### src/rtl/mmp_mixer_n_if.sv
// rtl/mmp_mixer_n_if.sv - sample strobe, channel data, gain bus and mix result of mmp_mixer_n
interface mmp_mixer_n_if #(
  parameter int NUM_CH = 4,
  parameter int IN_W   = 16,
  parameter int OUT_W  = 16,
  parameter int GAIN_W = 8,
  parameter int SEL_W  = (NUM_CH > 1) ? $clog2(NUM_CH) : 1
);
  logic                     i_SAMPLE_STB;
  logic [NUM_CH*IN_W-1:0]   i_CH_DATA;
  logic [NUM_CH-1:0]        i_MUTE;
  logic                     i_GAIN_WE;
  logic [SEL_W-1:0]         i_GAIN_SEL;
  logic [GAIN_W-1:0]        i_GAIN_DT;
  logic signed [OUT_W-1:0]  o_MIX;
  logic                     o_MIX_VLD;
  logic                     o_CLIP;
  logic                     o_BUSY;
  logic                     o_DROP;

  modport master (
    output i_SAMPLE_STB, i_CH_DATA, i_MUTE, i_GAIN_WE, i_GAIN_SEL, i_GAIN_DT,
    input  o_MIX, o_MIX_VLD, o_CLIP, o_BUSY, o_DROP
  );

  modport slave (
    input  i_SAMPLE_STB, i_CH_DATA, i_MUTE, i_GAIN_WE, i_GAIN_SEL, i_GAIN_DT,
    output o_MIX, o_MIX_VLD, o_CLIP, o_BUSY, o_DROP
  );
endinterface

### src/rtl/mmp_mixer_n.sv
// rtl/mmp_mixer_n.sv - time-multiplexed N-channel gain/mute mixer, one MAC per clock, saturating output
module mmp_mixer_n #(
  parameter int NUM_CH    = 4,
  parameter int IN_W      = 16,
  parameter int OUT_W     = 16,
  parameter int GAIN_W    = 8,
  parameter int FRAC_BITS = 6,
  parameter int SEL_W     = (NUM_CH > 1) ? $clog2(NUM_CH) : 1
) (
  input  logic          i_CLK,
  input  logic          i_RST,
  mmp_mixer_n_if.slave  bus
);
  localparam int CH_W  = (NUM_CH > 1) ? $clog2(NUM_CH) : 1;
  localparam int PW    = IN_W + GAIN_W + 1;
  localparam int ACC_W = PW + $clog2(NUM_CH);
  localparam logic [GAIN_W-1:0] UNITY   = GAIN_W'(2 ** FRAC_BITS);
  localparam logic [CH_W-1:0]   LAST_CH = CH_W'(NUM_CH - 1);

  typedef enum logic [1:0] {S_IDLE, S_ACC, S_OUT} state_t;

  state_t                   r_state;
  logic [CH_W-1:0]          r_ch;
  logic signed [ACC_W-1:0]  r_acc;
  logic signed [IN_W-1:0]   r_data [NUM_CH];
  logic [NUM_CH-1:0]        r_mute;
  logic [GAIN_W-1:0]        r_gain_sh  [NUM_CH];
  logic [GAIN_W-1:0]        r_gain_act [NUM_CH];
  logic signed [OUT_W-1:0]  r_mix;
  logic                     r_vld;
  logic                     r_clip;
  logic                     r_busy;
  logic                     r_drop;

  logic signed [IN_W-1:0]   w_samp;
  logic signed [PW-1:0]     w_samp_x;
  logic signed [PW-1:0]     w_gain_x;
  logic signed [PW-1:0]     w_prod;
  logic signed [PW-1:0]     w_term;
  logic signed [ACC_W-1:0]  w_term_x;
  logic signed [ACC_W-1:0]  w_shift;
  logic [ACC_W-OUT_W:0]     w_hi;
  logic                     w_fits;
  logic signed [OUT_W-1:0]  w_sat;
  logic                     w_accept;

  // Gain is unsigned, so it is zero-extended before the signed multiply.
  assign w_samp   = r_data[r_ch];
  assign w_samp_x = {{(PW-IN_W){w_samp[IN_W-1]}}, w_samp};
  assign w_gain_x = {{(PW-GAIN_W){1'b0}}, r_gain_act[r_ch]};
  assign w_prod   = w_samp_x * w_gain_x;
  assign w_term   = r_mute[r_ch] ? '0 : w_prod;
  assign w_term_x = {{(ACC_W-PW){w_term[PW-1]}}, w_term};

  // Result fits OUT_W when every bit from the OUT_W sign position upward agrees.
  assign w_shift  = r_acc >>> FRAC_BITS;
  assign w_hi     = w_shift[ACC_W-1:OUT_W-1];
  assign w_fits   = (&w_hi) | ~(|w_hi);
  assign w_sat    = w_fits ? w_shift[OUT_W-1:0] :
                    (w_shift[ACC_W-1] ? {1'b1, {(OUT_W-1){1'b0}}} : {1'b0, {(OUT_W-1){1'b1}}});
  assign w_accept = bus.i_SAMPLE_STB && (r_state == S_IDLE);

  always_ff @(posedge i_CLK) begin
    if (i_RST) begin
      r_state <= S_IDLE;
      r_ch    <= '0;
      r_acc   <= '0;
      r_mute  <= '0;
      r_mix   <= '0;
      r_vld   <= 1'b0;
      r_clip  <= 1'b0;
      r_busy  <= 1'b0;
      r_drop  <= 1'b0;
      for (int k = 0; k < NUM_CH; k++) begin
        r_data[k]     <= '0;
        r_gain_sh[k]  <= UNITY;
        r_gain_act[k] <= UNITY;
      end
    end else begin
      r_vld  <= 1'b0;
      r_drop <= bus.i_SAMPLE_STB && (r_state != S_IDLE);
      // Copy reads the old shadow, so a same-cycle write applies from the next sample.
      for (int k = 0; k < NUM_CH; k++) begin
        if (w_accept)
          r_gain_act[k] <= r_gain_sh[k];
        if (bus.i_GAIN_WE && ({1'b0, bus.i_GAIN_SEL} == k[SEL_W:0]))
          r_gain_sh[k] <= bus.i_GAIN_DT;
      end
      case (r_state)
        S_IDLE: begin
          if (w_accept) begin
            for (int k = 0; k < NUM_CH; k++)
              r_data[k] <= $signed(bus.i_CH_DATA[k*IN_W +: IN_W]);
            r_mute  <= bus.i_MUTE;
            r_acc   <= '0;
            r_ch    <= '0;
            r_busy  <= 1'b1;
            r_state <= S_ACC;
          end
        end
        S_ACC: begin
          r_acc <= r_acc + w_term_x;
          r_ch  <= r_ch + 1'b1;
          if (r_ch == LAST_CH)
            r_state <= S_OUT;
        end
        S_OUT: begin
          r_mix   <= w_sat;
          r_clip  <= ~w_fits;
          r_vld   <= 1'b1;
          r_busy  <= 1'b0;
          r_state <= S_IDLE;
        end
        default: r_state <= S_IDLE;
      endcase
    end
  end

  assign bus.o_MIX     = r_mix;
  assign bus.o_MIX_VLD = r_vld;
  assign bus.o_CLIP    = r_clip;
  assign bus.o_BUSY    = r_busy;
  assign bus.o_DROP    = r_drop;
endmodule

### src/flat_wrapper.sv
// flat-port wrapper written by rule: the top's interface ports become plain ports
module mmp_mixer_n_flat 
#(
  parameter int NUM_CH    = 4,
  parameter int IN_W      = 16,
  parameter int OUT_W     = 16,
  parameter int GAIN_W    = 8,
  parameter int FRAC_BITS = 6,
  parameter int SEL_W     = (NUM_CH > 1) ? $clog2(NUM_CH) : 1
)
  (i_CLK, i_RST, bus_i_SAMPLE_STB, bus_i_CH_DATA, bus_i_MUTE, bus_i_GAIN_WE, bus_i_GAIN_SEL, bus_i_GAIN_DT, bus_o_MIX, bus_o_MIX_VLD, bus_o_CLIP, bus_o_BUSY, bus_o_DROP);
  mmp_mixer_n_if #(.NUM_CH(NUM_CH), .IN_W(IN_W), .OUT_W(OUT_W), .GAIN_W(GAIN_W), .SEL_W(SEL_W)) bus_i ();
  input  logic i_CLK;
  input  logic i_RST;
  input wire logic [$bits(bus_i.i_SAMPLE_STB)-1:0] bus_i_SAMPLE_STB;
  input wire logic [$bits(bus_i.i_CH_DATA)-1:0] bus_i_CH_DATA;
  input wire logic [$bits(bus_i.i_MUTE)-1:0] bus_i_MUTE;
  input wire logic [$bits(bus_i.i_GAIN_WE)-1:0] bus_i_GAIN_WE;
  input wire logic [$bits(bus_i.i_GAIN_SEL)-1:0] bus_i_GAIN_SEL;
  input wire logic [$bits(bus_i.i_GAIN_DT)-1:0] bus_i_GAIN_DT;
  output wire logic [$bits(bus_i.o_MIX)-1:0] bus_o_MIX;
  output wire logic [$bits(bus_i.o_MIX_VLD)-1:0] bus_o_MIX_VLD;
  output wire logic [$bits(bus_i.o_CLIP)-1:0] bus_o_CLIP;
  output wire logic [$bits(bus_i.o_BUSY)-1:0] bus_o_BUSY;
  output wire logic [$bits(bus_i.o_DROP)-1:0] bus_o_DROP;
  assign bus_i.i_SAMPLE_STB = bus_i_SAMPLE_STB;
  assign bus_i.i_CH_DATA = bus_i_CH_DATA;
  assign bus_i.i_MUTE = bus_i_MUTE;
  assign bus_i.i_GAIN_WE = bus_i_GAIN_WE;
  assign bus_i.i_GAIN_SEL = bus_i_GAIN_SEL;
  assign bus_i.i_GAIN_DT = bus_i_GAIN_DT;
  assign bus_o_MIX = bus_i.o_MIX;
  assign bus_o_MIX_VLD = bus_i.o_MIX_VLD;
  assign bus_o_CLIP = bus_i.o_CLIP;
  assign bus_o_BUSY = bus_i.o_BUSY;
  assign bus_o_DROP = bus_i.o_DROP;
  mmp_mixer_n #(.NUM_CH(NUM_CH), .IN_W(IN_W), .OUT_W(OUT_W), .GAIN_W(GAIN_W), .FRAC_BITS(FRAC_BITS), .SEL_W(SEL_W)) u_core (.i_CLK(i_CLK), .i_RST(i_RST), .bus(bus_i));
endmodule
### config.mk
export PLATFORM = sky130hd
export DESIGN_NAME = mmp_mixer_n_flat
export DESIGN_NICKNAME = d
export VERILOG_FILES = /design/src/rtl/mmp_mixer_n_if.sv /design/src/rtl/mmp_mixer_n.sv /design/src/flat_wrapper.sv
export SDC_FILE = /design/constraint.sdc
export NUM_CORES = 1
export LEC_CHECK = 0
export BUFFER_PORTS_ARGS = -buffer_cell sky130_fd_sc_hd__clkbuf_2
export CAP_MARGIN = 15
export CORE_MARGIN = 1
export CORE_UTILIZATION = 60
export CTS_CLUSTER_SIZE = 30
export DETAILED_ROUTE_END_ITERATION = 8
export GPL_TIMING_DRIVEN = 1
export PLACE_DENSITY = 0.8
export SLEW_MARGIN = 30
export SYNTH_ARGS = -nofsm -noshare
export SYNTH_HDL_FRONTEND = slang
export SYNTH_SLANG_ARGS = --single-unit
### constraint.sdc
create_clock -name i_CLK -period 9.2 [get_ports i_CLK]
set_input_delay 0.92 -clock i_CLK [delete_from_list [all_inputs] [get_ports i_CLK]]
set_output_delay 0.92 -clock i_CLK [all_outputs]
set_load 0.01 [all_outputs]
==> qor.csv, run 1 <==
stage,metric,value,unit
finish,final_cell_mix,"179 x and2_1, 169 x inv_1, 128 x edfxtp_1, 103 x fa_1, 101 x clkbuf_2",
routing,drc,1,
die,pin_count,102,
clocking,cts_tree,done,
finish,fin_cells,1646,
grt,antenna_found_initial,0,
die,rows,54,
setup_path,crit_type,register to register,
synth,synth-compound-area-share,8.59,%
setup_path,path_buf_inv,4,
synth,synth_fa_ha_area_share,22.7,%
setup_path,setup.worst_path.end_class,register,
finish,nets,1614,
min_path,holdCritPathClass,register to register,
synth,async_reset_ff_share,0,%
clocking,postCtsHoldBufs,0,
die,die-area,22700,um2
setup_path,worst_ep_required_time,9.54,ns
routing,routed_via_density,5.49,
setup_path,crit_fanout,18,
setup_path,rrSetupSlack,1.23,ns
grt,grt_max_degree,101,
routing,routed_wirelength,25.4,mm
finish,final_layout_size_suffix_gt1_share,13.5,%
synth,syn-num-nets,1533,
die,die_w,151,um
setup_path,cp-start-kind,register,
timing,slew-limit-headroom,44.1,%
pwr,p_leak,6.73,nW
grt,first_global_vias,9133,
synth,synth_cells,1272,
finish,diodes,0,
pwr,peakVddDrop,0.165,mV
synth,yosys.area_share.simple,18.2,%
timing,fin_crit_sh,86.6,%
die,initial_utilization,60.9,%
synth,netlist_top_cells_area,"edfxtp_1 29%, fa_1 16%, dfxtp_1 8.6%, and2_1 8.4%, ha_1 7.2%",
setup_path,cp_top_family,adder cells,
placed_design,hpwl,19.3,mm
synth,synth_xor_area_share,2.38,%
timing,rsz0062_at_grt,false,
grt,globalRouteTotalUtil,24.5,%
finish,final_common_cell,and2_1,
finish,syn2layout_area_growth,10.6,%
setup_path,crit_path_top_delay_cell,dfxtp_1,
synth,synth.area.mux_share,4.32,%
routing,ant_nets,0,
placed_design,place_congestion,0.865,
timing,finClkSkew,0.0143,ns
setup_path,crit_top_cell,fa_1,
clocking,root_buffer,clkbuf_16,
timing,worstMarginPinSlew,0.837,ns
die,coreArea,21800,um2
synth,synth_top_family_by_area,adder cells,
synth,ys_ff_latch,185,
setup_path,crit_arrival,8.31,ns
synth,seq_area_frac_synth,37.6,%
clocking,clk_latency,0.45,ns
pwr,p_total,3.92,mW
routing,drt_pre_antenna_iters,7,
die,die_h,151,um
timing,clock.fmax,125,MHz
grt,grt_pass1_wl,42.7,mm
timing,finalSetupViolCount,0,
pwr,p_per_area,267,nW/um2
synth,syn_area,13300,um2
timing,fin_crit,7.97,ns
placed_design,placed_cells,1614,
synth,yosysWarningCount,0,
clocking,cts_buffer_depth,2,
routing,vias,9036,
outcome,status,finished with violations,
clocking,cts_resized,0,
clocking,cts_setup_buffers,0,
grt,grt_overflow,0,
synth,synth_cell_types,64,
routing,drt_iter0_markers,444,
synth,syn_avg_cell_area,10.4,um2
timing,tns,0,ns
clocking,clkTransAtPathRegs,0.09,ns
synth,synth-edff-count,128,
outcome,failed_checks,DRC,
timing,hold_viol,0,
timing,maxSlewViolCount,0,
clocking,htreeDepth,4,
routing,post_drt_wl_per_cell,15.4,um
clocking,cts_num_sinks,185,
setup_path,critical-path-max-stage-delay,0.87,ns
job,cap_violations,0,
clocking,cts_buffers,17,
placed_design,port_buffers,101,
synth,synthFlopType,edfxtp_1,
synth,yosysTopAreaCell,edfxtp_1,
synth,yosys.area.top_type_share,29.0,%
-- worst reg2reg max path, delay by kind of cell (launching register included) --
family	cells	cell delay, ns
XOR/XNOR	1	0.15
adder cells (fa/ha/maj)	6	2.68
flip-flops	1	0.87
multiplexers	2	0.55
buffers and inverters	4	0.44
AND/OR/NAND/NOR	7	0.75
AO/OA/AOI/OAI	11	2.42
-- worst paths after layout --
check / start / end / depth (start not counted)
setup / recovery: register / u_core.r_acc[26] / 31
hold / removal: u_core.bus.o_MIX[15] / u_core.bus.o_MIX[15] / 2
setup reg to reg: register / u_core.r_acc[26] / 31
hold reg to reg: u_core.bus.o_MIX[15] / u_core.bus.o_MIX[15] / 2
-- layout make-up --
class	count	area, um2
Clock buffer	17	425
Clock inverter	15	218
Fill cell	1647	7100
Inverter	170	639
Multi-Input combinational cell	872	7490
Sequential cell	185	4980
Tap cell	280	350
Timing Repair Buffer	107	554
-- power by group --
part	switching [mW]	total (mW)	internal, mW	leakage [nW]
Clock	0.401	0.784	0.383	0.305
Combinational	1.20	2.08	0.877	4.62
Sequential	0.0657	1.06	0.989	1.80
-- through the flow --
stage / hold WS (ns) / instance area, um2 / worst slack (ns) / util, %
after CTS: 0.469 / 14700 / 1.21 / 67.3
after detailed placement: 0.458 / 14000 / 1.26 / 64.4
after global placement: 0.450 / 14000 / 1.41 / 64.3
after global routing: 0.498 / 14700 / 0.749 / 67.4
final: 0.466 / 14700 / 1.23 / 67.4
after floorplan: 0.444 / 13300 / 1.38 / -
-- layer usage --
| layer | up-vias | GRT usage, % | share of wire (%) | wire (um) |
|---|---|---|---|---|
| li1 | 4417 | - | - | - |
| met1 | 4438 | 28.7 | 42 | 10600 |
| met2 | 137 | 45.3 | 54 | 13700 |
| met3 | 44 | 3.94 | 2.3 | 578 |
| met4 | 0 | 8.00 | 2.2 | 555 |
| met5 | - | 0 | 0 | 0 |
-- synth_stat cells (all sizes together) (24+ instances only) --
cell,count
inv,170
a21oi,51
nor3,29
nor2,86
clkbuf,41
edfxtp,128
nand2b,24
ha,76
mux4,25
dfxtp,57
fa,103
nand2,100
and2,179
-- registers in the layout, summed over array words and instances (netlist names), named ones only --
register and cells:
u_core.bus.o_MIX_VLD 1, u_core.r_state 2, u_core.r_data 64, u_core.r_gain_sh 32
u_core.bus.o_CLIP 1, u_core.r_ch 2, u_core.r_mute 4, u_core.bus.o_BUSY 1
u_core.r_gain_act 32, u_core.r_acc 27, u_core.bus.o_MIX 16, u_core.bus.o_DROP 1
-- cell families (layout without fill, tap and decap cells) --
kind of cell,count (synthesis),in the layout
fa+ha+maj,179,179
compound gates,167,167
xor+xnor,36,36
mux,26,26
flops,185,185
simple gates,464,464
buf+inv,215,309
Power figures use the tool's default switching activity.
==> run 2: changes to the inputs <==
--- a/config.mk
+++ b/config.mk
@@ -8,11 +8,11 @@
 export BUFFER_PORTS_ARGS = -buffer_cell sky130_fd_sc_hd__clkbuf_2
 export CAP_MARGIN = 15
 export CORE_MARGIN = 1
-export CORE_UTILIZATION = 60
+export CORE_UTILIZATION = 56
 export CTS_CLUSTER_SIZE = 30
 export DETAILED_ROUTE_END_ITERATION = 8
 export GPL_TIMING_DRIVEN = 1
-export PLACE_DENSITY = 0.8
+export PLACE_DENSITY = 0.78
 export SLEW_MARGIN = 30
 export SYNTH_ARGS = -nofsm -noshare
 export SYNTH_HDL_FRONTEND = slang
==> constraint.sdc (replaced) <==
create_clock -name i_CLK -period 6.75 [get_ports i_CLK]
set_input_delay 0.675 -clock i_CLK [delete_from_list [all_inputs] [get_ports i_CLK]]
set_output_delay 0.675 -clock i_CLK [all_outputs]
set_load 0.01 [all_outputs]
==> qor.csv, run 2 (synthesized netlist as in run 1, its figures left out) <==
stage,metric,value,unit,change
die,coreArea,22900,um2,+5.3%
routing,vias,10100,,+11%
setup_path,cp-start-kind,register,,
pwr,p_leak,7.64,nW,+14%
clocking,htreeDepth,4,,unchanged
timing,worstMarginPinSlew,0.808,ns,-0.0287 ns
routing,drt_iter0_markers,618,,+39%
placed_design,place_congestion,0.892,,+3.2%
setup_path,crit_fanout,8,,-10
timing,hold_viol,0,,unchanged
clocking,cts_tree,done,,
finish,syn2layout_area_growth,25.0,%,
timing,maxSlewViolCount,0,,unchanged
routing,routed_via_density,5.48,,-0.11%
timing,finalSetupViolCount,10,,+10
setup_path,crit_type,register to register,,
finish,final_common_cell,and2_1,,
placed_design,hpwl,20.9,mm,+8.1%
setup_path,setup.worst_path.end_class,register,,
timing,rsz0062_at_grt,true,,
grt,grt_pass1_wl,49.6,mm,+16%
die,pin_count,102,,unchanged
finish,reg_top3,"u_core.r_data x64, u_core.r_gain_act x32, u_core.r_gain_sh x32",,
finish,nets,1769,,+9.6%
setup_path,worst_ep_required_time,7.16,ns,-2.38 ns
timing,finClkSkew,0.0132,ns,-0.00103 ns
setup_path,crit_arrival,7.56,ns,-0.75 ns
clocking,clk_latency,0.46,ns,about the same
placed_design,port_buffers,101,,unchanged
routing,drt_pre_antenna_iters,5,,-2
clocking,clkTransAtPathRegs,0.09,ns,about the same
finish,nFillCells,1495,,-9.2%
grt,antenna_found_initial,0,,unchanged
clocking,cts_num_sinks,185,,unchanged
die,die_w,156,um,+3.5%
finish,final_layout_size_suffix_gt1_share,29.1,%,+16 points
grt,grt_overflow,0,,unchanged
min_path,holdCritPathClass,input port to register,,
finish,diodes,0,,unchanged
routing,routed_wirelength,31.1,mm,+23%
timing,fin_crit_sh,106,%,+19 points
timing,worst_hold_slack,0.419,ns,-0.0473 ns
die,rows,55,,+1.9%
grt,first_global_vias,10400,,+14%
routing,drc,0,,-1
finish,final_cell_mix,"173 x and2_1, 158 x inv_1, 130 x buf_4, 128 x edfxtp_1, 101 x clkbuf_2",,
job,cap_violations,0,,unchanged
die,initial_utilization,57.8,%,-3.1 points
outcome,failed_checks,setup timing,,
timing,fin_ws,-0.397,ns,-1.63 ns
grt,grt_max_degree,101,,unchanged
clocking,root_buffer,clkbuf_16,,
finish,fin_area,16600,um2,+13%
pwr,p_per_area,412,nW/um2,+54%
routing,ant_nets,0,,unchanged
placed_design,dpl_worst_slack,-0.416,ns,-1.68 ns
finish,largest_reg_flops,64,,unchanged
pwr,p_total,6.83,mW,+74%
finish,largest-register,u_core.r_data,,
die,die-area,24300,um2,+7.1%
timing,slew-limit-headroom,46.1,%,+2.0 points
grt,globalRouteTotalUtil,26.5,%,+2.1 points
clocking,cts_buffer_depth,2,,unchanged
routing,post_drt_wl_per_cell,17.0,um,+10%
clocking,cts_buffers,17,,unchanged
timing,clock.fmax,140,MHz,+12%
outcome,status,finished with violations,,
pwr,peakVddDrop,0.329,mV,+100%
placed_design,dpl_cell_area,14900,um2,+6.7%
timing,fin_crit,7.15,ns,-0.824 ns
setup_path,critical-path-max-stage-delay,0.53,ns,-0.34 ns
die,die_h,156,um,+3.5%
setup_path,crit_path_top_delay_cell,mux4_2,,
==> run 2: changes by cell type in the layout (fill, tap and decap cells not counted), sizes merged <==
cell      change
buf         +153
inv           +3
clkinv        -2
clkbuf        +1
clkinvlp      -1
mux4          +1
==> run 2: per-layer routing <==
| layer | up-vias | track usage, % | part of all wire (%) |
|---|---|---|---|
| met3 | 92 | 4.36 | 4.5 |
| met2 | 271 | 48.9 | 53 |
| met1 | 4970 | 29.8 | 39 |
| met4 | 0 | 12.3 | 3.7 |
| li1 | 4724 | - | - |
| met5 | - | 0 | 0 |
==> run 2: report_power, final <==
group / internal, mW / switching, mW / leakage, nW
sequential: 1.35 / 0.0983 / 1.80
combinational: 2.10 / 2.17 / 5.51
clock: 0.538 / 0.586 / 0.321
==> run 2: worst paths after layout <==
check / start / to / slack [ns] / depth (start not counted)
worst max-delay path: register / u_core.r_acc[26] / -0.40 / 31
worst max register to register: register / u_core.r_acc[26] / -0.40 / 31
worst min-delay path: bus_i_MUTE[2] / u_core.r_mute[2] / 0.42 / 2
worst min register to register: u_core.bus.o_MIX[15] / u_core.bus.o_MIX[15] / 0.46 / 2
==> run 2: worst max-delay path, delay by kind of cell (launching register included) <==
kind                     cells  cell delay [ns]
AO/OA/AOI/OAI                8             1.71
XOR/XNOR                     1             0.15
adder cells (fa/ha/maj)      6             2.61
buffers and inverters        8             0.96
flip-flops                   1             0.35
multiplexers                 2             0.73
AND/OR/NAND/NOR              6             0.57
==> run 2: through the flow <==
step                instances  utilization [%]  setup TNS, ns
detailed placement       1752             65.2          -1.84
finish                   1834             72.3          -2.16
floorplan                1272                -         -0.175
global route             1834             72.3          -5.46
CTS                      1818             70.5         -0.889
global placement         1752             65.1         -0.908
==> run 2: what timing repair did <==
action,4_1_cts,5_1_grt
pin swaps,57,52
hold buffers,0,0
buffers inserted,32,16
gates cloned,2,0
setup endpoints to repair,10,12
resized for setup,70,69
==> run 2: final cells by class <==
| class | instances | area (um2) | area share (%) |
|---|---|---|---|
| Multi-Input combinational cell | 873 | 8020 | 48.4 |
| Sequential cell | 185 | 4990 | 30.1 |
| Timing Repair Buffer | 261 | 1870 | 11.3 |
| Inverter | 170 | 639 | 3.86 |
| Clock buffer | 17 | 425 | 2.57 |
| Tap cell | 313 | 392 | 2.36 |
| Clock inverter | 15 | 240 | 1.45 |
==> run 3: changes to the inputs <==
--- a/config.mk
+++ b/config.mk
@@ -5,6 +5,7 @@
 export SDC_FILE = /design/constraint.sdc
 export NUM_CORES = 1
 export LEC_CHECK = 0
+export ABC_AREA = 1
 export BUFFER_PORTS_ARGS = -buffer_cell sky130_fd_sc_hd__clkbuf_2
 export CAP_MARGIN = 15
 export CORE_MARGIN = 1
==> qor.csv, run 3 <==
stage,metric,value,unit,change
routing,drt_pre_antenna_iters,7,,+2
clocking,cts_num_sinks,185,,unchanged
setup_path,critical-path-max-stage-delay,0.58,ns,+0.05 ns
routing,vias,12200,,+21%
synth,syn-num-nets,1942,,+27%
placed_design,placed_cells,2175,,+24%
finish,largest_reg_flops,64,,unchanged
setup_path,crit-reg2reg-capture,u_core.r_acc[21],,
pwr,p_leak,8.49,nW,+11%
timing,fin_ws,0.0198,ns,+0.417 ns
timing,clock.fmax,149,MHz,+6.2%
synth,synth_fa_ha_area_share,21.8,%,-0.89 points
pwr,p_switching,3.82,mW,+34%
synth,syn_area,13800,um2,+4.1%
routing,routed_via_density,5.43,,-0.89%
synth,synth_xor_area_share,0.626,%,-1.8 points
synth,seq_area_frac_synth,36.1,%,-1.5 points
clocking,cts_buffers,17,,unchanged
synth,synth_cell_types,56,,-13%
finish,reg_top3,"u_core.r_data x64, u_core.r_gain_act x32, u_core.r_gain_sh x32",,
placed_design,dpl_cell_area,15500,um2,+3.4%
synth,yosys.area_share.simple,19.9,%,+1.6 points
timing,rsz0062_at_grt,true,,
synth,synth-edff-count,128,,unchanged
clocking,postCtsHoldBufs,0,,unchanged
pwr,p_per_area,471,nW/um2,+14%
outcome,status,completed,,
pwr,peakVddDrop,0.305,mV,-7.2%
finish,nFillCells,1700,,+14%
grt,antenna_found_initial,0,,unchanged
synth,synth.most_common_cell,inv_1,,
placed_design,place_congestion,0.938,,+5.1%
timing,finalSetupViolCount,0,,-10
synth,yosysTopAreaCell,edfxtp_1,,
finish,largest-register,u_core.r_data,,
timing,finClkSkew,0.0126,ns,-0.000614 ns
finish,nets,2168,,+23%
die,rows,57,,+3.6%
setup_path,setup.worst_path.end_class,register,,
placed_design,hpwl,24.2,mm,+16%
routing,post_drt_wl_per_cell,16.5,um,-2.5%
pwr,pwr-share-clk,12.8,%,-3.6 points
finish,final_cell_mix,"349 x inv_1, 309 x nand2_1, 229 x nor2_1, 130 x buf_4, 128 x edfxtp_1",,
synth,synthFlopType,edfxtp_1,,
finish,fin_area,17200,um2,+3.6%
grt,grt_pass1_wl,55.9,mm,+13%
synth,ys_ff_latch,185,,unchanged
clocking,cts_buffer_depth,2,,unchanged
grt,globalRouteTotalUtil,27.2,%,+0.71 points
setup_path,crit_fanout,12,,+4
setup_path,crit_type,register to register,,
die,die_w,159,um,+2.0%
die,die-area,25300,um2,+4.0%
min_path,min_to,u_core.r_mute[1],,
routing,drc,0,,unchanged
finish,final_common_cell,inv_1,,
placed_design,dpl_worst_slack,-0.0786,ns,+0.338 ns
timing,maxSlewViolCount,0,,unchanged
timing,hold_viol,0,,unchanged
synth,synth_common_cells,"354 x inv_1, 326 x nand2_1, 242 x nor2_1, 128 x edfxtp_1, 109 x a21oi_1",,
synth,synth_top_family_by_area,adder cells,,
routing,routed_wirelength,37.1,mm,+19%
timing,fin_crit_sh,99.7,%,-6.2 points
grt,grt_max_degree,97,,-4.0%
routing,drt_iter0_markers,1003,,+62%
min_path,holdCritPathClass,input port to register,,
min_path,whs_path_depth,3,,+1
synth,synth_cells,1681,,+32%
finish,fin_cells,2244,,+22%
timing,fin_crit,6.73,ns,-0.417 ns
pwr,internal_power,4.27,mW,+7.3%
timing,slew-limit-headroom,36.7,%,-9.5 points
setup_path,reg2regPathDepth,37,,+19%
clocking,htreeDepth,4,,unchanged
finish,diodes,0,,unchanged
finish,final_layout_size_suffix_gt1_share,23.5,%,-5.5 points
setup_path,crit_path_top_delay_cell,fa_1,,
timing,worstMarginPinSlew,0.950,ns,+0.142 ns
finish,final_core_util,70.8,%,-1.5 points
synth,syn_avg_cell_area,8.21,um2,-21%
min_path,hp-start,bus_i_MUTE[1],,
synth,synth.area.mux_share,0,%,-4.3 points
synth,netlist_top_cells_area,"edfxtp_1 28%, fa_1 15%, inv_1 9.6%, nand2_1 8.9%, dfxtp_1 8.3%",,
setup_path,crit_top_cell,nand2_1,,
synth,async_reset_ff_share,0,%,unchanged
setup_path,crit_arrival,7.03,ns,-0.53 ns
pwr,pwr-share-seq,17.3,%,-3.9 points
clocking,clk_latency,0.44,ns,-0.02 ns
clocking,cts_tree,done,,
clocking,root_buffer,clkbuf_16,,
setup_path,worst_ep_required_time,7.05,ns,-0.11 ns
grt,first_global_vias,11600,,+11%
synth,yosys.area.top_type_share,27.9,%,-1.1 points
synth,synth-compound-area-share,10.2,%,+1.6 points
setup_path,cp-start-kind,register,,
routing,ant_nets,0,,unchanged
die,initial_utilization,56.9,%,-0.94 points
synth,yosysWarningCount,0,,unchanged
pwr,p_sw_share,47.2,%,+5.4 points
grt,grt_overflow,0,,unchanged
setup_path,rrSetupSlack,0.02,ns,+0.42 ns
clocking,clkTransAtPathRegs,0.08,ns,about the same
job,cap_violations,0,,unchanged
die,coreArea,24200,um2,+5.8%
die,die_h,159,um,+2.0%
pwr,pwr-share-comb,69.8,%,+7.4 points
die,pin_count,102,,unchanged
placed_design,port_buffers,101,,unchanged
finish,syn2layout_area_growth,24.4,%,
timing,tns,0,ns,+2.16 ns
==> run 3: stage by stage <==
stage / hold WS [ns] / power, mW
2_1_floorplan: 0.449 / 4.33
5_1_grt: 0.430 / 8.70
3_5_place_dp: 0.457 / 6.02
3_3_place_gp: 0.451 / 5.90
4_1_cts: 0.415 / 7.17
6_report: 0.423 / 8.09
==> run 3: power by group through the flow <==
stage	registers, mW	clock network, mW	logic [mW]
after detailed placement	1.42	0	4.59
after floorplan	1.40	0	2.93
after CTS	1.40	1.04	4.73
after global routing	1.41	1.08	6.21
final	1.40	1.04	5.65
after global placement	1.42	0	4.48
==> run 3: critical path, delay by kind of cell, from the launching register on <==
| kind | cells | cell delay (ns) |
|---|---|---|
| adders and majority gates | 6 | 2.79 |
| DFF | 1 | 0.44 |
| and+or+nand+nor | 15 | 1.31 |
| AOI/OAI and AO/OA | 8 | 1.06 |
| buffers and inverters | 8 | 0.98 |
==> run 3: layout make-up <==
cell class	count	area, um2	share of cell area [%]
sequential	185	4990	29.1
timing repair buffer	255	1890	11.0
tap	324	405	2.36
inverter	362	1370	7.98
multi-input combinational	1086	7890	46.0
clock inverter	15	193	1.12
clock buffer	17	425	2.48
==> run 3: what timing repair did <==
item,CTS,global route
gates cloned,2,7
resized for setup,10,136
pin swaps,2,72
setup buffers,1,27
endpoints found under the hold margin,0,0
setup endpoints to repair,4,14
==> run 3: how the worst max path moves through the flow <==
stage / start / to / slack [ns] / cells after the start
6_report: register / u_core.r_acc[21] / 0.02 / 37
5_1_grt: register / u_core.r_acc[26] / -0.28 / 38
2_1_floorplan: register / u_core.r_acc[26] / 0.38 / 37
3_3_place_gp: register / u_core.r_acc[26] / 0.05 / 37
4_1_cts: register / u_core.r_acc[26] / 0.002 / 38
3_5_place_dp: register / u_core.r_acc[26] / -0.08 / 36
==> run 3: cells by family (layout without fill, tap and decap cells) <==
family / count (synthesis) / in the layout
buf+inv: 410 / 649
compound gates: 235 / 235
fa+ha+maj: 179 / 179
simple gates: 663 / 663
flops: 185 / 185
xor+xnor: 9 / 9
==> run 3: metal layers <==
| metal | part of all wire, % | GRT usage [%] |
|---|---|---|
| met5 | 0 | 0 |
| met4 | 3.5 | 7.78 |
| met3 | 7.0 | 2.87 |
| met2 | 50 | 48.0 |
| met1 | 39 | 35.6 |
